--- src/rtl/axis_s.sv ---
// AXI-Stream receiver: accepts 32-bit beats into a first-word-fall-through FIFO,
// counts beats per packet and reports packet completion and length errors.
module axis_s #(
  parameter int DATA_W  = 32,
  parameter int DEPTH   = 8,
  parameter int PKT_LEN = 40
) (
  input  logic              aclk,
  input  logic              rst,
  input  logic              en,
  input  logic              tvalid,
  output logic              tready,
  input  logic [DATA_W-1:0] tdata,
  input  logic              tlast,
  output logic [DATA_W-1:0] out_data,
  output logic              out_last,
  output logic              out_valid,
  input  logic              out_ready,
  output logic              busy,
  output logic              pkt_done,
  output logic [15:0]       pkt_len,
  output logic              len_err
);

  localparam int AW = (DEPTH > 1) ? $clog2(DEPTH) : 1;
  localparam int CW = AW + 1;
  localparam logic [CW-1:0] FULL   = CW'(DEPTH);
  localparam logic [15:0]   EXP_LEN = 16'(PKT_LEN);

  typedef enum logic {IDLE, RECV} state_t;

  state_t          state, state_nxt;
  logic [DATA_W:0] mem [DEPTH];
  logic [AW-1:0]   wr_ptr, rd_ptr;
  logic [CW-1:0]   occ;
  logic [15:0]     beat_cnt, beat_inc;
  logic            push, pop;

  always_comb begin
    beat_inc  = (beat_cnt == '1) ? beat_cnt : beat_cnt + 16'd1;
    busy      = (state == RECV);
    tready    = busy && (occ < FULL);
    out_valid = (occ != '0);
    out_data  = mem[rd_ptr][DATA_W-1:0];
    out_last  = out_valid & mem[rd_ptr][DATA_W];
    push      = tvalid & tready;
    pop       = out_valid & out_ready;
  end

  // en only matters while idle or on the accepted tlast beat
  always_comb begin
    state_nxt = state;
    case (state)
      IDLE:    if (en) state_nxt = RECV;
      RECV:    if (push && tlast && !en) state_nxt = IDLE;
      default: state_nxt = IDLE;
    endcase
  end

  always_ff @(posedge aclk) begin
    if (rst) begin
      state    <= IDLE;
      wr_ptr   <= '0;
      rd_ptr   <= '0;
      occ      <= '0;
      beat_cnt <= '0;
      pkt_done <= 1'b0;
      len_err  <= 1'b0;
      pkt_len  <= '0;
    end else begin
      state    <= state_nxt;
      pkt_done <= 1'b0;
      len_err  <= 1'b0;
      if (push) begin
        wr_ptr <= wr_ptr + AW'(1);
        if (tlast) begin
          pkt_len  <= beat_inc;
          pkt_done <= 1'b1;
          len_err  <= (PKT_LEN != 0) && (beat_inc != EXP_LEN);
          beat_cnt <= '0;
        end else begin
          beat_cnt <= beat_inc;
        end
      end
      if (pop) rd_ptr <= rd_ptr + AW'(1);
      case ({push, pop})
        2'b10:   occ <= occ + CW'(1);
        2'b01:   occ <= occ - CW'(1);
        default: occ <= occ;
      endcase
    end
  end

  always_ff @(posedge aclk) begin
    if (push) mem[wr_ptr] <= {tlast, tdata};
  end

endmodule

--- config.mk ---
export PLATFORM = sky130hd
export DESIGN_NAME = axis_s
export DESIGN_NICKNAME = d
export VERILOG_FILES = /design/src/rtl/axis_s.sv
export SDC_FILE = /design/constraint.sdc
export NUM_CORES = 1
export LEC_CHECK = 0
export BUFFER_PORTS_ARGS = -buffer_cell sky130_fd_sc_hd__buf_2
export CAP_MARGIN = 25
export CORE_AREA = 8 8 242 151
export DETAILED_ROUTE_END_ITERATION = 7
export DIE_AREA = 0 0 250 159
export REMOVE_ABC_BUFFERS = 1
export SLEW_MARGIN = 5
export SYNTH_ARGS = -nofsm -noshare
export SYNTH_HDL_FRONTEND = slang
export SYNTH_SLANG_ARGS = --single-unit
--- constraint.sdc ---
create_clock -name aclk -period 8.9 [get_ports aclk]
set_clock_uncertainty 0.1 [all_clocks]
set_input_delay 1.335 -clock aclk [delete_from_list [all_inputs] [get_ports aclk]]
set_output_delay 1.335 -clock aclk [all_outputs]
set_load 0.01 [all_outputs]
# ---- Word-level counts from Yosys, hierarchy flattened
# Memories as Yosys holds them, arrays and structs flattened. A register that Yosys moved wholly into a read port is not among the register bits.
# Index checks and enable logic that the tools add are counted.
dict set report totals {
  reg_bits 45
  ramBits 264
  inputBits 38
  output_inout_bits 54
  elab_cells 45
  mem_count 1
}
# name depth width rd rd_ports_with_merged_regs wr line_no
set mem_list {}
lappend mem_list {mem 8 33 1 1 1 33} ;# logic [DATA_W:0] mem [DEPTH];
dict set report classes {
  n_addsub 5
  order_cmp 1
  eq_ne 4
  muxes 11
  n_bitwise 6
  n_reduce_logical 9
}
# op count
set op_table {}
lappend op_table {{16-bit two-way mux} 2}
lappend op_table {{16-bit by 1-bit adder with 16-bit output, second input constant} 1}
lappend op_table {{16-bit equality test, second input constant} 1}
lappend op_table {{16-bit by 6-bit != test with 1-bit output, second input constant} 1}
lappend op_table {{4-bit one-hot mux with 2 select lines} 1}
lappend op_table {{3-bit by 1-bit adder with 3-bit output, second input constant} 2}
lappend op_table {{3-bit two-way mux} 2}
lappend op_table {{1-bit two-way mux} 5}
lappend op_table {{4-bit by 1-bit adder with 4-bit output, second input constant} 1}
lappend op_table {{4-bit less-than comparator, second input constant} 1}
lappend op_table {{4-bit nonzero test} 1}
lappend op_table {{4-bit by 1-bit subtractor with 4-bit output, second input constant} 1}
lappend op_table {{1-bit AND} 3}
lappend op_table {{1-bit logical AND} 3}
lappend op_table {{1-bit inverter} 3}
lappend op_table {{3-bit OR reduction} 1}
lappend op_table {{2-bit by 1-bit equality test with 1-bit output, second input constant} 1}
lappend op_table {{2-bit equality test, second input constant} 1}
lappend op_table {{1-bit one-hot mux with 2 select lines} 1}
lappend op_table {{2-bit AND reduction} 1}
lappend op_table {{2-bit nonzero test} 1}
lappend op_table {{2-bit OR reduction} 1}
lappend op_table {{1-bit logical NOT} 1}

# ---- Logic depth before layout (Yosys ltp)
# Gate-level depths: netlist of the first run.
dict set report logic_depth {
  depth_word 7
  depth_mapped 12
  depth_no_buf 10
}

# ---- Least setup slack after synthesis of the first run
# No wires, ideal clock.
dict set report synth_path {
  kind {input to register}
  start {input tvalid}
  end {memory mem[0][0] in the netlist's numbering (enable)}
  setup_time_ns 0.506
  t_arrival_ns 5.122
  required_time_ns 8.294
  slack_ns 3.172
  path_stages 5
  path_buffers 2
  cell_sequence {and2_1 clkbuf_1 inv_2 buf_1 nor4_1}
}
dict set report synth_between {
  elab_chain_cells 3
}
# item line_no
set synth_lines {}
lappend synth_lines {{start: declaration} 11} ;# input logic tvalid,
lappend synth_lines {{1-bit AND} 46} ;# push = tvalid & tready;
lappend synth_lines {{1-bit two-way mux} 95} ;# if (push) mem[wr_ptr] <= {tlast, tdata};
lappend synth_lines {{1-bit two-way mux (not written as such)} 95}
lappend synth_lines {{end: declaration} 33}
# Every way passes these cells.

==> results.md, run 1 <==
- The flow ran to the end, and the final reports show no timing, DRC or antenna violations.
- The share of the yosys chip area belonging to registers is 72.0%.
- Across every metal layer, demand over resource in global routing totals 12.7%.
- The number of global-route vias before repair is 6501.
- Once the clock tree was built, the setup fixing pass inserted 0 buffers.
- The initial antenna violation count is 2.
- The first global-routing pass estimated 39600 um of wire.
- The number of hold violations in the final report came to 0.
- Derived from the worst setup path, the maximum achievable clock frequency is 215 MHz.
- The post-route antenna net violation count is 0.
- The worst path meets setup with 4240 ps of slack.
- The first TritonRoute pass finished after 4 iterations.
- The floorplan step defined a die boundary enclosing 39800 um^2.
- Using the TritonRoute via totals, the vias-per-cell ratio works out to 5.13.
- The die span in y is 159 um.
- The post-synthesis instance total is 684.
- The power consumption is 3.53 mW.
- The library cells used most frequently in the layout, excluding fill and tap cells, are edfxtp_1, buf_2, mux4_2, dfxtp_1, nor2_1.
- The layer flagged by global routing as most heavily used is met2.
- In this run the cell area measured after placement is 13300 um^2.
- The largest single stage delay on the critical path is 740 ps.
- In this run the cell area of the synthesized design comes to 12300 um^2.
- The root buffer cell is clkbuf_16.
- The number of max-cap violations is 0.
- TritonCTS built the clock tree.
- The critical path goes through buf_4, mux4_2, mux2_2, and2_1, buf_2.
- The worst-case IR drop observed on VDD is 0.160 mV.
- The number of standard-cell rows in the floorplan is 52.
- The required time at the worst-slack endpoint is 7470 ps.
- Of the cells placed in the final design, the portion with a size suffix greater than 1 is 33.6%.
- The met1 track utilization from global routing is 18.2%.
- Measured against its own limit, the worst slew margin works out to 36.8%.
- The count of buffers added on input and output ports is 91.
- The number of top-level design ports is 92.
- The maximum clock path buffer count is 3.
- The post-CTS clock slew at the launch and capture registers of the worst setup and hold paths is 60 ps.
- The overall die width is 250 um.
- The main flop type after synthesis is edfxtp_1.
- In the final timing run, aggregate negative setup slack is 0 ps.
- Entering global routing, the biggest net connects 67 pins.
- The critical path is of the reg2out type.
- The count of hold buffers inserted by post-cts repair is 0.
- The level count of the clock H-tree is 1.
- After layout, the worst path uses 52.3% of the clock period.
- The number of clock sinks is 312.
- For this design the ratio of total power to cell area is 246 nW/um^2.
- The final net count is 826.
- The average instance in the mapped netlist occupies 18.0 um^2.
- The largest fanout of any net on the critical path is 39.
- Once the floorplan was initialized, standard cells occupied 37.3% of the core.
- The floorplan core area is 33100 um^2.
- The overall overflow remaining after global route is 0.
- The final routed DRC violation total is 0.
- Of all flip-flops after synthesis, the portion carrying an async set or reset was 0%.
- Summing over every cut layer, the via total after detailed routing is 6351.
- Data arrives at the worst endpoint at 3220 ps.
- The flop and latch count out of synthesis is 312.
- In the global route stage, met2 resource usage came out at 19.9%.
- Setup violations remaining at the end of the flow were counted as 0.
- The critical path endpoint category is a primary output.
- The master of the slowest instance on the critical path is buf_4.
- The most common cell after layout, fill and taps aside is edfxtp_1.
- Measured on the finished design, the core utilization comes to 43.4%.
- Clock latency on the worst-skew pair, taken at its later pin, is 550 ps.
- Counting flops with a built-in enable in the synthesized netlist gives 264.
- For this run, the number of Yosys warnings is 0.
- Among cell families on the critical path, the largest total delay comes from multiplexers.
- The global-route met3 utilization is 2.40%.
- The final instance area is 14300 um^2.
- The worst slack after detailed placement is 4730 ps.
- For this block, the initial DRC count from the detailed router was 531.
- The post-cts resize count is 0.
- The number of buffer and inverter stages on the critical path is 2.
- The count of unique library cells instantiated by Yosys is 56.
- Setup repair after global routing left no endpoint under its margin.
- For the finished layout, the period the worst path requires is 4660 ps.
- The path class of the tightest hold or removal check is reg2reg.
- The wire length per cell is 20.7 um.
- Routability-driven placement finished with a final weighted congestion of 0.828.
- Counting the buffers created by CTS gives 31.
- The final max-slew violation count was 0.
- From synthesis to final layout, the design area changed by 16.2%.
- The worst setup path is launched from a flop.
- In this run the static leakage power is 4.58 nW.
- The HPWL after detailed placement is 14500 um.
- For the pin with the worst max-slew slack, the measured transition is 948 ps.
- The aggregate routed wire length is 25600 um.
[kinds of logic (layout without fill, tap and decap cells)]
logic type                 after synthesis  in the layout  share of synthesized area (%)
DFF                                    312            312                           72.0
and+or+nand+nor                        138            138                           5.82
muxes                                  105            105                           15.6
AOI/OAI and AO/OA                       62             62                           3.12
buffers and inverters                   44            166                           1.62
xor gates and xnor gates                17             17                           1.21
adders and majority gates                6              6                          0.608
other                                    0              1                              0
[cell type report]
type | instances | area, um^2
Fill cell | 2883 | 18700
Sequential cell | 312 | 8890
Multi-Input combinational cell | 328 | 3300
Clock buffer | 36 | 795
Timing Repair Buffer | 104 | 553
Tap cell | 432 | 541
Clock inverter | 21 | 235
Inverter | 5 | 18.8
Antenna cell | 1 | 2.50
[sequential cells by signal (all words and copies together), names as in the netlist, named ones only]
| register | cells |
|---|---|
| wr_ptr | 3 |
| rd_ptr | 3 |
| beat_cnt | 16 |
| mem | 264 |
| occ | 4 |
| pkt_done | 1 |
| pkt_len | 16 |
| busy | 1 |
| len_err | 1 |
[stage by stage]
stage                     hold slack, ps  instances
after floorplan                      370        645
after global placement               338       1181
after detailed placement             344       1181
after CTS                            353       1238
after global routing                 368       1238
final                                351       1239
[power breakdown]
part	internal [mW]	switching (mW)
Clock	0.783	0.531
Sequential	1.61	0.0528
Combinational	0.305	0.246
Total	2.70	0.830
[tightest hold or removal path: stages, from the launching register on]
cell and delay, ps:
dfxtp_1 300, nand2_1 50, a21oi_1 50
[cell usage after synthesis, types with 2 or more instances]
cell	count	area, um^2
mux2_2	34	383
clkbuf_1	22	82.6
nor2b_1	2	12.5
nor2_1	41	154
or4b_1	2	20.0
a21oi_1	23	115
nand3_1	8	40.0
xor2_1	9	78.8
buf_4	2	15.0
or3_1	3	18.8
and4_1	3	26.3
nand2b_1	4	25.0
nor3_1	15	75.1
a41oi_1	2	17.5
nand2_1	34	128
inv_1	4	15.0
and3_1	2	12.5
mux4_2	66	1490
o211ai_1	4	30.0
a22oi_1	5	37.5
a211oi_1	7	52.6
o21ai_0	11	55.1
buf_1	3	11.3
xnor2_1	8	70.1
dfxtp_1	48	961
nor4_1	4	25.0
nor4b_1	2	17.5
buf_2	10	50.1
ha_1	6	75.1
nand4_1	2	12.5
buf_6	2	22.5
and2_1	3	18.8
nand3b_1	4	30.0
edfxtp_1	264	7930
a31oi_1	2	12.5
mux2_1	2	22.5
mux2i_1	2	20.0
[per-layer routing]
metal | share of wire (%) | routed length (um)
met1 | 48 | 12300
met2 | 45 | 11600
met3 | 4.2 | 1080
met4 | 2.5 | 638
met5 | 0.11 | 28
[path summary, 6_finish.rpt]
path,startpoint,end,slack (ps),depth (start not counted)
max,flop,out_last,4240,5
min,pkt_len[14],pkt_len[14],350,2
max reg2reg,busy,occ[2],5900,10
min reg2reg,pkt_len[14],pkt_len[14],350,2
No activity file was read; power rests on OpenSTA's default activity.
==> run 2, diff against run 1 <==
Clock period 8.9 ns to 4.2 ns, I/O delays scaled along.
==> run 2 against run 1 <==
Compared with the run above: final cell count stayed put; die area did not move; clock power is 110% higher; routed wire length shrank 0.33%; sequential power up 110%; sequential share of layout area is 0.065 points lower; global-route usage hardly changed; non-clock buffer count up 2; core utilization is essentially flat; combinational power is 120% higher; hold slack got worse by 150 ps.
==> results.md, run 2 (same netlist as run 1, synthesis figures left out) <==
- The final instance area is 14400 um^2 (+0.10%).
- The floorplan core area came to 33100 um^2 (unchanged).
- The count of cells along the worst register-to-register path is 6 (-4).
- The number of fill cells is 2882 (-0.035%).
- The flip-flop count of the largest register after layout came to 264 (unchanged).
- The global routing usage summed across all routing layers was 12.7% (+0.034 points).
- The aggregate routed wire length is 25500 um (-0.33%).
- The flow ran to the end, and the final reports show no timing, DRC or antenna violations.
- The number of top-level design ports is 92 (unchanged).
- TritonCTS built the clock tree.
- Setup repair after global routing left no endpoint under its margin.
- The pin count of the biggest net entering global routing is 46 (-31%).
- The top cell types in the final layout, fill and taps aside, are edfxtp_1, buf_2, mux4_2, dfxtp_1, nor2_1.
- The standard cell area after detailed placement is 13400 um^2 (+0.30%).
- The power consumption is 7.46 mW (+110%).
- The number of clock sinks came to 312 (unchanged).
- The setup path with the least slack is of type reg2out.
- The number of max-cap violations is 0 (unchanged).
- The die span in y is 159 um (unchanged).
- The post-placement cell count is 1183 (+0.17%).
- The count of endpoints failing setup in the final report is 0 (unchanged).
- The area added between synthesis and finish is 16.3%.
- The final cell utilization of the core was 43.4% (+0.045 points).
- The smallest clock period supported by the final layout is computed as 3350 ps.
- The non-filler instance count after layout came to 1239 (unchanged).
- The required time at the worst-slack endpoint is 3470 ps (-4000 ps).
- The overall overflow remaining after global route is 0 (unchanged).
- The critical path's largest stage delay is 670 ps (-70 ps).
- In the final layout, the registers with the most flip-flops are mem x264, beat_cnt x16, pkt_len x16.
- The HPWL after detailed placement is 15500 um (+6.8%).
- The number of hold violations in the final report came to 0 (unchanged).
- The initial DRC count came to 522 (-1.7%).
- The maximum clock path buffer count is 3 (unchanged).
- The wire length per cell is 20.6 um (-0.33%).
- The worst reg2reg path endpoint is len_err.
- The insertion delay of the later-clocked pin in the worst-skew pair is 550 ps (about the same).
- The final hold slack is 199 ps (-153 ps).
- The final max-slew violation count is 0 (unchanged).
- The number of global-route vias before repair came to 6577 (+1.2%).
- The largest fanout of any net on the critical path is 24 (-38%).
- The number of clock buffers inserted by TritonCTS is 30 (-3.2%).
- The number of I/O port buffers was 91 (unchanged).
- The terminating pin of the worst hold path is busy.
- The worst slew margin relative to its limit came to 43.1% (+6.3 points).
- The cell count of the worst hold path was 3 (+1).
- The portion of the clock cycle consumed by the worst path in the final layout is 79.7%.
- The initial antenna violation count is 3 (+1).
- The final net count was 827 (+0.12%).
- The static power due to leakage is 4.59 nW (about the same).
- The overall die area is 39800 um^2 (unchanged).
- STA classifies the critical path startpoint as a flop.
- The endpoint arrival time on the critical path is 2620 ps (-600 ps).
- The level count of the clock H-tree is 1 (unchanged).
- The slowest stage of the critical path is the dfxtp_4 cell.
- The worst ir drop on vdd is 0.354 mV (+120%).
- Derived from the worst setup path, the maximum achievable clock frequency is 299 MHz.
- The count of buffers added by post-CTS timing repair for setup came to 0 (unchanged).
- The effective utilization at floorplan is 37.3% (unchanged).
- The setup slack of the worst register-to-register path is 1480 ps (-4420 ps).
- The startpoint of the worst register-to-register path is beat_cnt[4].
- The post-cts resize count was 0 (unchanged).
- The most flop-heavy register is mem.
- The flip-flop and latch area is 8890 um^2 (unchanged).
- The class of the worst hold path is in2reg.
- The root buffer cell is clkbuf_16.
- The post-CTS clock slew at the launch and capture registers of the worst setup and hold paths is 60 ps (about the same).
- The final weighted congestion of routability-driven global placement is 0.802 (-3.1%).
- The number of detailed-routing iterations run before antenna repair is 5 (+1).
- The most common cell after layout, fill and taps aside is edfxtp_1.
- The count of hold buffers inserted by post-cts repair was 0 (unchanged).
- The overall via count from detail_route is 6384 (+0.52%).
- The power density over the cells is 520 nW/um^2 (+110%).
- The post-route antenna net violation count is 0 (unchanged).
- The startpoint identified for the worst hold timing path is en.
- The number of standard-cell rows in the floorplan is 52 (unchanged).
- The share of post-route cells with drive strength above 1 is 34.2% (+0.62 points).
- The routed via count divided by cell count was 5.15 (+0.52%).
- The first-pass GRT wire length is 40300 um (+1.8%).
- The critical path endpoint category is a primary output.
- The final routed DRC violation total was 0 (unchanged).
- The worst-margin pin slew is 853 ps (-94.4 ps).
- Traced cell by cell, the critical path runs through buf_4, mux4_2, mux2_2, buf_2.
- The overall die width was 250 um (unchanged).
- The area of combinational cells with multiple inputs is 3300 um^2 (unchanged).
[run 2: power by group]
| group | leakage (nW) | switching [mW] | total [mW] | internal (mW) |
|---|---|---|---|---|
| registers | 2.77 | 0.112 | 3.53 | 3.42 |
| clock network | 0.486 | 1.12 | 2.72 | 1.60 |
| logic | 1.33 | 0.545 | 1.22 | 0.670 |
| total | 4.59 | 1.78 | 7.46 | 5.69 |
[run 2: critical path: cells and delay by family (launching register included)]
family   cells  cell delay, ps
flops        1             670
buf+inv      2             560
mux          2             820
[run 2: cell type report]
cell class,instances,area share [%]
Antenna cell,1,0.0174
Clock buffer,35,5.51
Clock inverter,20,1.49
Inverter,5,0.131
Multi-Input combinational cell,328,23.0
Sequential cell,312,62.0
Tap cell,432,3.76
Timing Repair Buffer,106,4.13
[run 2: how the worst max path moves through the flow]
stage | startpoint | slack [ps] | to
after detailed placement | flop | 1350 | out_data[10]
after global placement | flop | 1350 | out_data[10]
after floorplan | busy | -840 | mem[0][0]
after CTS | flop | 740 | out_data[10]
after global routing | flop | 620 | out_data[14]
final | flop | 850 | out_data[10]
[run 2: routing by layer]
metal	share of wire [%]	GRT usage (%)
met5	0.039	0
met2	44	19.0
met3	4.8	2.43
met1	49	19.3
met4	1.4	2.40
[run 2: metrics by stage]
stage	setup TNS, ps	setup slack, ps
finish	0	853
global route	0	624
CTS	0	738
detailed placement	0	1350
global placement	0	1350
floorplan	-37050	-839
